[config.mk]
export PLATFORM = sky130hd
export DESIGN_NAME = csr_master
export DESIGN_NICKNAME = d
export VERILOG_FILES = /design/src/rtl/csr_master_pkg.sv /design/src/rtl/csr_master.sv
export SDC_FILE = /design/constraint.sdc
export NUM_CORES = 1
export LEC_CHECK = 0
export ABC_AREA = 1
export BUFFER_PORTS_ARGS = -buffer_cell sky130_fd_sc_hd__buf_2
export CAP_MARGIN = 20
export CORE_MARGIN = 8
export CORE_UTILIZATION = 49
export DETAILED_ROUTE_END_ITERATION = 8
export HOLD_SLACK_MARGIN = 0.15
export MAX_ROUTING_LAYER = met4
export PLACE_DENSITY_LB_ADDON = 0.05
export SKIP_LAST_GASP = 1
export SYNTH_ARGS = -nofsm -noshare
export SYNTH_HDL_FRONTEND = slang
export SYNTH_SLANG_ARGS = --single-unit
[constraint.sdc]
create_clock -name clk -period 2 [get_ports clk]
set_clock_uncertainty 0.1 [all_clocks]
set_input_delay 0 -clock clk [delete_from_list [all_inputs] [get_ports clk]]
set_output_delay 0 -clock clk [all_outputs]
set_load 0.02 [all_outputs]
[src/rtl/csr_master_pkg.sv]
// Shared types for the CSR bus master: command opcodes, response status
// codes and the FSM state encoding.
package csr_master_pkg;

  typedef enum logic [1:0] {
    OP_WRITE   = 2'b00,
    OP_READ    = 2'b01,
    OP_POLL    = 2'b10,
    OP_ILLEGAL = 2'b11
  } op_e;

  typedef enum logic [1:0] {
    ST_OK      = 2'b00,
    ST_TIMEOUT = 2'b01,
    ST_ILLEGAL = 2'b10
  } status_e;

  typedef enum logic [2:0] {
    S_IDLE,
    S_WRITE,
    S_READ,
    S_RDWAIT,
    S_RESP
  } state_e;

endpackage

[src/rtl/csr_master.sv]
// Avalon-MM initiator that runs one write, read or poll-until-match command
// at a time against the register bank and returns a single response pulse.
module csr_master
  import csr_master_pkg::*;
#(
  parameter int N            = 32,
  parameter int ADDR_W       = 3,
  parameter int READ_LATENCY = 1,
  parameter int TIMEOUT_W    = 16
) (
  input  logic                 clk,
  input  logic                 reset,
  input  logic                 cmd_valid,
  output logic                 cmd_ready,
  input  logic [1:0]           cmd_op,
  input  logic [ADDR_W-1:0]    cmd_address,
  input  logic [N-1:0]         cmd_data,
  input  logic [N-1:0]         cmd_mask,
  input  logic [TIMEOUT_W-1:0] cmd_timeout,
  output logic                 rsp_valid,
  output logic [N-1:0]         rsp_data,
  output logic [1:0]           rsp_status,
  output logic [ADDR_W-1:0]    address,
  output logic                 read,
  output logic                 write,
  output logic [N-1:0]         writedata,
  input  logic [N-1:0]         readdata,
  input  logic                 waitrequest
);

  localparam int LAT_W = $clog2(READ_LATENCY + 1);

  state_e               state_q, state_d;
  op_e                  op_q, op_d;
  logic [N-1:0]         cmp_q, cmp_d;
  logic [N-1:0]         mask_q, mask_d;
  logic [TIMEOUT_W-1:0] timeout_q, timeout_d;
  logic [TIMEOUT_W-1:0] cnt_q, cnt_d, cnt_inc;
  logic [LAT_W-1:0]     lat_q, lat_d;
  logic                 read_q, read_d;
  logic                 write_q, write_d;
  logic                 rsp_valid_q, rsp_valid_d;
  logic [ADDR_W-1:0]    address_q, address_d;
  logic [N-1:0]         writedata_q, writedata_d;
  logic [N-1:0]         rsp_data_q, rsp_data_d;
  status_e              rsp_status_q, rsp_status_d;
  logic                 lat_last;
  logic                 poll_match;
  logic                 timeout_hit;

  // The last RDWAIT cycle is the one whose closing edge samples readdata.
  assign lat_last    = (lat_q == LAT_W'(READ_LATENCY - 1));
  assign poll_match  = ((readdata ^ cmp_q) & mask_q) == '0;
  assign cnt_inc     = cnt_q + TIMEOUT_W'(1);
  // A zero limit never matches here, so the counter simply wraps and polling continues.
  assign timeout_hit = (timeout_q != '0) && (cnt_inc == timeout_q);

  assign cmd_ready  = (state_q == S_IDLE);
  assign rsp_valid  = rsp_valid_q;
  assign rsp_data   = rsp_data_q;
  assign rsp_status = rsp_status_q;
  assign address    = address_q;
  assign read       = read_q;
  assign write      = write_q;
  assign writedata  = writedata_q;

  // State and registered outputs; reset aborts any transaction in flight without a response.
  always_ff @(posedge clk or negedge reset) begin
    if (!reset) begin
      state_q      <= S_IDLE;
      op_q         <= OP_WRITE;
      cmp_q        <= '0;
      mask_q       <= '0;
      timeout_q    <= '0;
      cnt_q        <= '0;
      lat_q        <= '0;
      read_q       <= 1'b0;
      write_q      <= 1'b0;
      rsp_valid_q  <= 1'b0;
      address_q    <= '0;
      writedata_q  <= '0;
      rsp_data_q   <= '0;
      rsp_status_q <= ST_OK;
    end else begin
      state_q      <= state_d;
      op_q         <= op_d;
      cmp_q        <= cmp_d;
      mask_q       <= mask_d;
      timeout_q    <= timeout_d;
      cnt_q        <= cnt_d;
      lat_q        <= lat_d;
      read_q       <= read_d;
      write_q      <= write_d;
      rsp_valid_q  <= rsp_valid_d;
      address_q    <= address_d;
      writedata_q  <= writedata_d;
      rsp_data_q   <= rsp_data_d;
      rsp_status_q <= rsp_status_d;
    end
  end

  // Next-state: command dispatch, bus handshakes, and the poll retry/finish decision.
  always_comb begin
    state_d = state_q;
    case (state_q)
      S_IDLE: begin
        if (cmd_valid) begin
          case (op_e'(cmd_op))
            OP_WRITE:         state_d = S_WRITE;
            OP_READ, OP_POLL: state_d = S_READ;
            default:          state_d = S_RESP;
          endcase
        end
      end
      S_WRITE: if (!waitrequest) state_d = S_RESP;
      S_READ:  if (!waitrequest) state_d = S_RDWAIT;
      S_RDWAIT: begin
        if (lat_last) begin
          if (op_q == OP_READ || poll_match || timeout_hit) state_d = S_RESP;
          else                                              state_d = S_READ;
        end
      end
      S_RESP:  state_d = S_IDLE;
      default: state_d = S_IDLE;
    endcase
  end

  // Output/datapath next values; strobes and rsp_valid follow the state being entered.
  always_comb begin
    op_d         = op_q;
    cmp_d        = cmp_q;
    mask_d       = mask_q;
    timeout_d    = timeout_q;
    cnt_d        = cnt_q;
    lat_d        = '0;
    address_d    = address_q;
    writedata_d  = writedata_q;
    rsp_data_d   = rsp_data_q;
    rsp_status_d = rsp_status_q;
    read_d       = (state_d == S_READ);
    write_d      = (state_d == S_WRITE);
    rsp_valid_d  = (state_d == S_RESP);
    case (state_q)
      S_IDLE: begin
        if (cmd_valid) begin
          op_d      = op_e'(cmd_op);
          cmp_d     = cmd_data;
          mask_d    = cmd_mask;
          timeout_d = cmd_timeout;
          cnt_d     = '0;
          if (op_e'(cmd_op) != OP_ILLEGAL) address_d    = cmd_address;
          if (op_e'(cmd_op) == OP_WRITE)   writedata_d  = cmd_data;
          if (op_e'(cmd_op) == OP_ILLEGAL) rsp_status_d = ST_ILLEGAL;
        end
      end
      S_WRITE: begin
        if (!waitrequest) begin
          rsp_data_d   = writedata_q;
          rsp_status_d = ST_OK;
        end
      end
      S_RDWAIT: begin
        if (lat_last) begin
          rsp_data_d   = readdata;
          rsp_status_d = ST_OK;
          if (op_q != OP_READ && !poll_match) begin
            cnt_d = cnt_inc;
            if (timeout_hit) rsp_status_d = ST_TIMEOUT;
          end
        end else begin
          lat_d = lat_q + LAT_W'(1);
        end
      end
      default: ;
    endcase
  end

endmodule
# --- Word level (Yosys, flattened, before mapping) ---
# Cells that the tools add are included.
word_totals:
  regBits: 174
  latchBits: 0
  ramBits: 0
  rom_bits: 0
  input_bits: 121
  n_memories: 0
classes:
  addsub: 2
  n_mul: 0
  div_mod_pow: 0
  order_cmp: 0
  n_eq_ne: 18
  n_shift: 0
  mux: 23
  bitwise_logic: 2
  n_reduce_logical: 19
op_table:
  columns: ["op", "count"]
  rows:
  - ["$mux 32", 2]
  - ["$pmux 32 s2", 1]
  - ["$mux 16", 3]
  - ["$and 32x32->32", 1]
  - ["$logic_not 32->1", 1]
  - ["$pmux 16 s2", 1]
  - ["$xor 32x32->32", 1]
  - ["$add 16x1->16 const B", 1]
  - ["$eq 16x16->1", 1]
  - ["$reduce_bool 16->1", 1]
  - ["$mux 3", 5]
  - ["$pmux 3 s4", 1]
  - ["$ne 2x2->1 const B", 5]
  - ["$eq 3x2->1 const B", 3]
  - ["$reduce_and 3->1", 3]
  - ["$mux 2", 4]
  - ["$eq 3x1->1 const B", 2]
  - ["$pmux 2 s3", 1]
  - ["$pmux 3 s2", 1]
  - ["$reduce_and 5->1", 1]
  - ["$eq 2x1->1 const B", 2]
  - ["$eq 2x2->1 const B", 2]
  - ["$mux 1", 4]
  - ["$ne 2x1->1 const B", 2]
  - ["other kinds (12)", 15]

# --- Logic depth before layout (Yosys ltp) ---
# Gate-level depths: netlist (run 1).
depth:
  ltp_word: 9
  mapped_depth: 15
  mapped_depth_nobuf: 15

# --- Least setup slack after synthesis (run 1) ---
# OpenSTA, ideal clock, no wires.
synth_path:
  kind: "reg2reg"
  from: "reg cnt_q[0]"
  to: "reg read_q (netlist: read)"
  arrival_ns: 1.651
  required_time_ns: 1.778
  setup_slack_ns: 0.127
  path_stages_with_launch: 15
  path_buffers: 0
  cell_sequence: "dfrtp_1 ha_1 nand2_1 nor2_4 nand2_1 nand2_1 nand2_1 nand2_1 nand2_1 nor2_1 nand2_1 nor2_2 nand3_2 a21oi_1 nor2_1"
synth_between:
  elab_chain_cells: 8
synth_lines:
  columns: ["element", "line_no", "rtl"]
  rows:
  - ["start, declared", "csr_master.sv:38", "logic [TIMEOUT_W-1:0] cnt_q, cnt_d, cnt_inc;"]
  - ["start signal, assigned", "csr_master.sv:90", "cnt_q <= cnt_d;"]
  - ["$add 16x1->16", "csr_master.sv:54", "assign cnt_inc = cnt_q + TIMEOUT_W'(1);"]
  - ["$eq 16x16->1", "csr_master.sv:56", "assign timeout_hit = (timeout_q != '0) && (cnt_inc == timeout_q);"]
  - ["$logic_and 1x1->1", "csr_master.sv:56", null]
  - ["$logic_or 1x1->1", "csr_master.sv:119", "if (op_q == OP_READ || poll_match || timeout_hit) state_d = S_RESP;"]
  - ["$mux 3", "csr_master.sv:119", null]
  - ["$mux 3", "csr_master.sv:118", "if (lat_last) begin"]
  - ["$pmux 3 s4", "csr_master.sv:105", "case (state_q)"]
  - ["$eq 3x2->1", "csr_master.sv:140", "read_d = (state_d == S_READ);"]
  - ["named net read_d", "csr_master.sv:40", "logic read_q, read_d;"]
  - ["end signal, assigned", "csr_master.sv:92", "read_q <= read_d;"]
  - ["end, declared", "csr_master.sv:40", null]
# The timed path passes the listed nets, and every way through them passes these cells.
# A chain may end at the register's enable or synchronous reset.

# --- Final worst setup path (run 1) ---
layout_path:
  from: "reg cmp_q[17]"
  to: "reg cnt_q[12]"
layout_between:
  elab_chain_cells: 7
layout_lines:
  columns: ["element", "line_no", "rtl"]
  rows:
  - ["start, declared", "csr_master.sv:35", "logic [N-1:0] cmp_q, cmp_d;"]
  - ["start signal, assigned", "csr_master.sv:87", "cmp_q <= cmp_d;"]
  - ["$xor 32x32->32", "csr_master.sv:53", "assign poll_match = ((readdata ^ cmp_q) & mask_q) == '0;"]
  - ["$and 32x32->32", "csr_master.sv:53", null]
  - ["$logic_not 32->1", "csr_master.sv:53", null]
  - ["$logic_not 1->1", "csr_master.sv:166", "if (op_q != OP_READ && !poll_match) begin"]
  - ["$logic_and 1x1->1", "csr_master.sv:166", null]
  - ["$ne 2x2->1 (no source line)", null, null]
  - ["$reduce_and 4->1 (no source line)", null, null]
# No other way between the ends.

==> impl_results.md, run 1 <==
- Result of the run: complete, but fails checks
- Violations in the final reports: negative setup slack
- Global Route Usage Sum: around 25%
- Crit path time final: around 2 ns
- Number of clock sinks: approximately 170
- CP Max Fanout: 8
- Final #Nets: roughly 1,500
- Final non-filler cell total: 1,616
- Total DRC errors in the routed layout: 0
- Die height: ~150 um
- Footprint of the flip-flops and latches: 4330 sq um
- Final antenna-violating net count: 0
- Critical Path RT: around 2.3 ns
- Share of post-route cells with drive strength above 1: between 20% and 30%
- Global-route wire length before repair: 40,900 um
- Via count: between 8,000 and 9,000
- Cell leakage power: 6.02 nW
- Placed Cells incl. Taps: 1,445
- Average cell area after synthesis: 8.03 sq um
- Number of top-level design ports: 194
- Tightest slew margin relative to the limit: 74.6%
- Clock slew seen by the registers of the worst setup and hold paths: 0.07 ns
- Area of the multi-input gates: 3710 sq um
- Die ar.: 21,200 sq um
- Unrepaired setup endpoints after global routing: true
- Post-Syn Nets: around 1,100
- Vias in the first global route: 8,198
- Worst setup EP type: flop
- Critical Path Source Type: flop
- Synthesis-stage register bit count: roughly 170
- Data arrival time of the critical path: 2.28 ns
- VDD IR max: 955 uV
- Netlist cell types: 33
- Post-Synthesis Cell Area: 8220 sq um
- Max-cap violations: 0
- CTS H-Tree Depth: 4
- Post-placement worst setup slack: -0.0759 ns
- Stage delay of the slowest cell on the critical path: 0.38 ns
- Ranking of synthesized cells by area: sky130_fd_sc_hd__dfrtp_1, sky130_fd_sc_hd__nand2_1, sky130_fd_sc_hd__o21ai_0
- Transition time at the pin with the least slew margin: 0.380 ns
- Initial DRT Pass Iterations: 5
- Placed instance area: 9760 sq um
- Share of the synthesized area in the top cell type: a little over half
- RD Place Congestion: 0.866
- FP Rows: between 40 and 50
- Pwr Density: 1390 nW/um^2
- Share of the yosys chip area belonging to registers: a little over half
- Routed wire length: 26,100 um
- Sum of overflow across all layers after global routing: 0
- Maximum number of pins on one net before global-route repair: 81
- Effective utilization at floorplan: ~50%
- Min-Delay Path Class: in -> reg
- Final clock period utilization by the worst path: 101%
- Die width: around 150 um
- Total negative slack: -0.0854 ns
- Final standard cell area without fillers: approximately 12,000 sq um
- Area added between synthesis and finish: 46.3%
- Worst setup path category: reg -> reg
- Count of pins over their slew limit: 0
- Yosys warns: 0
- Worst skew pair latency: ~0.43 ns
- Slack of the critical path: -0.0274 ns
- Fmax: between 400 and 500 MHz
- Worst path cell trace: or2_2 > nand3_1 > nand2_1 > nor2_1 > nand2_1 > nor2_1 > nand2_1 > nand2_2 > nand2_2 > nand3_4 > clkbuf_16 > nand2_2 > o21ai_1
- Final HPWL from detailed placement: 17,100 um
- Average wire per standard cell: 16.1 um
- CTS tree: built
- Dominant cell type by area after synthesis: sky130_fd_sc_hd__dfrtp_1
- Placeable core area: 16,500 sq um
- Clock root cell: sky130_fd_sc_hd__clkbuf_16
- Total chip power: 0.0166 W
- CTS max path bufs: 2
- CP max-delay cell: sky130_fd_sc_hd__dfrtp_1
- TritonCTS buffer count: 17
- Final setup violation count: 6
- Gate Count Post-Synth: 1,023
- Fillers: 1,287
- Number of port buffers: 193
- Number of antenna violations at the first check in global routing: 1
- Hold violation total from the final report: 0
- Routed via count divided by cell count: about 5
- Number of DRC markers in iteration 0: approximately 440
[through the flow]
stage / hold slack [ns] / utilization, %
after floorplan: -0.396 / -
after global placement: -0.158 / 59.2
after detailed placement: -0.159 / 59.2
after CTS: 0.191 / 70.8
after global routing: 0.223 / 73.0
final: 0.207 / 73.0
[cell usage in the layout, fill, tap and decap left out, types with 3 or more instances in the layout]
master	n
sky130_fd_sc_hd__nor2_2	7
sky130_fd_sc_hd__buf_12	10
sky130_fd_sc_hd__nand2_4	6
sky130_fd_sc_hd__clkinvlp_4	3
sky130_fd_sc_hd__nor2_4	13
sky130_fd_sc_hd__o21ai_0	55
sky130_fd_sc_hd__inv_2	8
sky130_fd_sc_hd__mux2_2	20
sky130_fd_sc_hd__clkbuf_16	20
sky130_fd_sc_hd__nor2_1	70
sky130_fd_sc_hd__xor2_1	7
sky130_fd_sc_hd__o21ai_1	7
sky130_fd_sc_hd__nand2_1	389
sky130_fd_sc_hd__dfrtp_2	4
sky130_fd_sc_hd__nand4_1	6
sky130_fd_sc_hd__dlygate4sd3_1	128
sky130_fd_sc_hd__inv_6	6
sky130_fd_sc_hd__nand3_4	4
sky130_fd_sc_hd__buf_2	192
sky130_fd_sc_hd__o21ai_2	7
sky130_fd_sc_hd__a31oi_1	32
sky130_fd_sc_hd__nand3_1	55
sky130_fd_sc_hd__nand2_2	25
sky130_fd_sc_hd__or2_2	13
sky130_fd_sc_hd__dfrtp_1	169
sky130_fd_sc_hd__nand3_2	3
sky130_fd_sc_hd__ha_1	3
sky130_fd_sc_hd__buf_4	43
sky130_fd_sc_hd__inv_1	68
[worst max-delay path: cells and delay by family (launching register included)]
family | cells | cell delay [ns]
AND/OR/NAND/NOR | 11 | 1.20
flip-flops | 1 | 0.38
buffers and inverters | 1 | 0.19
AO/OA/AOI/OAI | 1 | 0.07
[cells in the mapped netlist, drive strengths merged]
library cell	instances
o21a	1
dfrtp	173
a22oi	1
nand4	6
nor2	90
o21ai	69
o2111ai	1
or2	16
ha	4
xnor2	1
inv	76
buf	16
mux2	20
nor3	1
nand3	62
a21oi	3
xor3	1
xnor3	1
o22ai	1
a21boi	1
nand2	420
a31oi	32
xor2	7
clkbuf	20
[routing by layer]
metal | GRT usage [%] | part of all wire (%) | up-vias
met4 | 8.90 | 2.5 | 0
met1 | 28.8 | 41 | 3826
li1 | - | - | 3969
met2 | 41.4 | 51 | 237
met3 | 4.70 | 5.2 | 42
met5 | - | 0 | -
[cells by family after synthesis]
kind of cell | synth area share [%]
XOR/XNOR | 1.42
AO/OA/AOI/OAI | 7.35
AND/OR/NAND/NOR | 29.8
buffers and inverters | 5.38
flip-flops | 52.7
multiplexers | 2.74
adder cells (fa/ha/maj) | 0.609
[timing repair]
item,CTS,global route
endpoints found under the hold margin,330,0
gates resized for setup,11,74
hold buffers,129,0
pin swaps,6,20
setup endpoints to repair,17,54
gates cloned,0,3
setup buffers,0,7
[final timing paths]
path | startpoint | endpoint | slack [ns] | depth (start not counted)
min reg2reg | mask_q[28] | mask_q[28] | 0.37 | 2
max | cmp_q[17] | cnt_q[12] | -0.03 | 13
max reg2reg | cmp_q[17] | cnt_q[12] | -0.03 | 13
max in group asynchronous | reset | timeout_q[14] | 0.90 | 4
min | cmd_mask[4] | mask_q[4] | 0.21 | 4
min in group asynchronous | reset | writedata[27] | 0.60 | 4
[layout make-up]
type | instances | area share (%)
clock inverter | 13 | 1.08
inverter | 76 | 2.37
multi-input combinational | 738 | 30.9
clock buffer | 18 | 3.57
timing repair buffer | 377 | 23.7
tap | 220 | 2.29
antenna | 1 | 0.0208
sequential | 173 | 36.1
[where the power goes]
group	total, W	switching, W	internal, W
logic	0.00733	0.00439	0.00294
registers	0.00612	0.00103	0.00509
clock network	0.00320	0.00146	0.00174
total	0.0166	0.00688	0.00977
[flip-flops by register name, summed over array words and instances, names as in the netlist]
register,cells
rsp_status,2
cmp_q,32
mask_q,32
read,1
writedata,32
rsp_valid,1
cnt_q,16
op_q,2
timeout_q,16
write,1
state_q,3
address,3
rsp_data,32
Note: power is estimated with default switching activity, not from simulation.
==> inputs of run 2 (changes only) <==
==> constraint.sdc (replaced) <==
create_clock -name clk -period 2 [get_ports clk]
set_clock_uncertainty 0.1 [all_clocks]
set_input_delay 0.1 -clock clk [delete_from_list [all_inputs] [get_ports clk]]
set_output_delay 0.1 -clock clk [all_outputs]
set_load 0.02 [all_outputs]
==> run 2 against run 1 <==
The run still ends with negative setup slack left. Sequential cell count stayed put. Utilization is 0.52 points higher. Via count is 1.2% higher. Combinational power is 1% higher. First-iteration DRC count is 11% higher. Die area stayed put. Worst setup slack worse by 0.036 ns. Hold slack worse by 0.012 ns. Fmax is 1.7% lower. Non-clock buffer count is 6 higher.
==> impl_results.md, run 2 (synthesis gave the netlist of run 1 again) <==
- Result of the run: complete, but fails checks
- Violations in the final reports: negative setup slack
- Critical register-to-register path startpoint: cnt_q[0]
- Leading cell type in the layout, fill and taps excluded: sky130_fd_sc_hd__nand2_1
- VDD IR max: 890 uV (-6.9%)
- Number of DRC markers in iteration 0: 487 (+11%)
- Final antenna-violating net count: 0 (unchanged)
- Initial DRT Pass Iterations: 5 (unchanged)
- Seq pwr share: 36.5% (-0.3 points)
- Share of post-route cells with drive strength above 1: 30.5% (+2.2 points)
- Final clock period utilization by the worst path: 103% (+1.8 points)
- Final HPWL from detailed placement: 17,100 um (about the same)
- Number of cell instances on the worst register-to-register path: 10 (-3)
- Via count: 8,167 (+1.2%)
- RD Place Congestion: 0.902 (+4.2%)
- Pwr Density: 1380 nW/um^2 (-0.14%)
- Cell leakage power: 6.12 nW (+1.8%)
- Slack of the critical path: -0.0632 ns (-0.0358 ns)
- Count of pins over their slew limit: 0 (unchanged)
- Global Route Usage Sum: 25.0% (+0.46 points)
- Share of power burned in the clock network: 19.3% (about the same)
- Hold violation total from the final report: 0 (unchanged)
- CP max-delay cell: sky130_fd_sc_hd__dfrtp_1
- Die ar.: 21,200 sq um (unchanged)
- Critical Path Source Type: flop
- Crit path time final: 2.06 ns (+0.0358 ns)
- Clock root cell: sky130_fd_sc_hd__clkbuf_16
- Worst path cell trace: buf_4 > nand3_4 > xor2_1 > a21oi_1 > nor2_1 > nand2_1 > nor2_2 > nand3_2 > a21oi_2 > inv_1
- Most used cells in the layout excluding fill and tap cells: sky130_fd_sc_hd__nand2_1, sky130_fd_sc_hd__buf_2, sky130_fd_sc_hd__dfrtp_1, sky130_fd_sc_hd__dlygate4sd3_1, sky130_fd_sc_hd__nor2_1
- Min-Delay Path Class: in -> reg
- Cell internal pwr: 0.00970 W (-0.71%)
- Global-route wire length before repair: 41,700 um (+1.9%)
- Average wire per standard cell: 16.2 um (+0.19%)
- Buffers & Inverters on Critical Path: 2 (+1)
- Switching part of the total power: 42.1% (+0.75 points)
- CTS H-Tree Depth: 4 (unchanged)
- Final #Nets: 1,514 (+0.40%)
- CTS max path bufs: 2 (unchanged)
- RR Endpoint: state_q[1]
- Destination of the worst hold path: timeout_q[12]
- Share of total power in combinational logic: 44.2% (+0.2 points)
- Worst Hold Slack: 0.195 ns (-0.0124 ns)
- TritonCTS buffer count: 17 (unchanged)
- Tightest slew margin relative to the limit: 66.9% (-7.8 points)
- Number of port buffers: 193 (unchanged)
- Vias in the first global route: 8,480 (+3.4%)
- Worst setup path category: reg -> reg
- FP Rows: 47 (unchanged)
- Worst setup EP type: flop
- Sum of overflow across all layers after global routing: 0 (unchanged)
- Switching power: 0.00705 W (+2.4%)
- Max-cap violations: 0 (unchanged)
- Number of clock sinks: 173 (unchanged)
- Die width: 145 um (unchanged)
- Maximum number of pins on one net before global-route repair: 81 (unchanged)
- CP Max Fanout: 4 (-4)
- Placeable core area: 16,500 sq um (unchanged)
- Cell family with most CP delay: simple AND/OR/NAND/NOR gates
- Number of antenna violations at the first check in global routing: 2 (+1)
- Die height: 145 um (unchanged)
- Layout Utilization: 73.5% (+0.52 points)
- Fmax: 485 MHz (-1.7%)
- Area added between synthesis and finish: 47.3%
- Data arrival time of the critical path: 2.28 ns (about the same)
- Critical Path RT: 2.22 ns (-0.03 ns)
- Total DRC errors in the routed layout: 0 (unchanged)
- Number of top-level design ports: 194 (unchanged)
- Worst skew pair latency: 0.43 ns (about the same)
- Routed via count divided by cell count: 5.03 (+0.65%)
- Routed wire length: 26,200 um (+0.68%)
- Clock slew seen by the registers of the worst setup and hold paths: 0.07 ns (about the same)
- Final setup violation count: 6 (unchanged)
- Depth of the worst hold-timing path: 6 (+2)
- Internal reg-to-reg setup slack: -0.06 ns (-0.04 ns)
- Transition time at the pin with the least slew margin: 0.497 ns (+0.117 ns)
- Unrepaired setup endpoints after global routing: true
- Effective utilization at floorplan: 49.9% (unchanged)
- Stage delay of the slowest cell on the critical path: 0.41 ns (+0.03 ns)
- Source of the worst hold timing path: cmd_valid
- CTS tree: built
run 2: power by group through the flow:
stage	logic [W]	clock network (W)	registers [W]
after floorplan	0.00336	0	0.00685
after global placement	0.00646	0	0.00610
after detailed placement	0.00655	0	0.00612
after CTS	0.00695	0.00327	0.00609
after global routing	0.00816	0.00342	0.00631
final	0.00740	0.00322	0.00612
run 2: cell type report:
class | instances | area, sq um
diodes | 2 | 5.00
repair buffers | 383 | 2850
clock inverters | 15 | 150
inverters | 76 | 285
well taps | 220 | 275
fillers | 1275 | 4360
clock buffers | 17 | 425
flip-flops and latches | 173 | 4330
multi-input cells | 738 | 3780
run 2: worst register-to-register path: cells and delay by family, from the launching register on:
kind            cells  cell delay (ns)
buf+inv             2             0.22
xor+xnor            1             0.32
flops               1             0.41
compound gates      2             0.32
simple gates        5             0.58
run 2: routing by layer:
metal	vias to the layer above	share of wire, %	track usage, %
met5	-	0	-
met4	0	2.8	9.99
met3	55	4.6	4.63
met2	255	51	42.9
met1	3865	41	28.5
li1	3992	-	-
run 2: per-stage QoR:
stage	power [W]	setup TNS [ns]	instances	worst slack (ns)	area (sq um)
2_1_floorplan	0.0102	0	1023	0.127	8220
3_3_place_gp	0.0126	-0.243	1450	-0.0399	9810
3_5_place_dp	0.0127	-0.460	1450	-0.0600	9810
4_1_cts	0.0163	0	1607	0.00124	11700
5_1_grt	0.0179	-1.74	1624	-0.181	12100
6_report	0.0167	-0.228	1624	-0.0632	12100
run 2: timing repair:
| item | in CTS | in global routing |
|---|---|---|
| gates resized for setup | 22 | 87 |
| endpoints found under the hold margin | 329 | 0 |
| buffers inserted | 4 | 14 |
| hold buffers | 120 | 0 |
| pin swaps | 19 | 27 |
| cloned | 1 | 1 |
| setup endpoints to repair | 21 | 48 |
run 2: worst max-delay path by stage:
stage | start | slack, ns | to | depth (start not counted)
after floorplan | cnt_q[0] | 0.13 | read | 14
after global placement | cmp_q[7] | -0.04 | cnt_q[5] | 13
after detailed placement | cmp_q[7] | -0.06 | cnt_q[5] | 13
after CTS | cnt_q[1] | 0.001 | read | 14
after global routing | cnt_q[0] | -0.18 | read | 14
final | cnt_q[0] | -0.06 | state_q[1] | 10
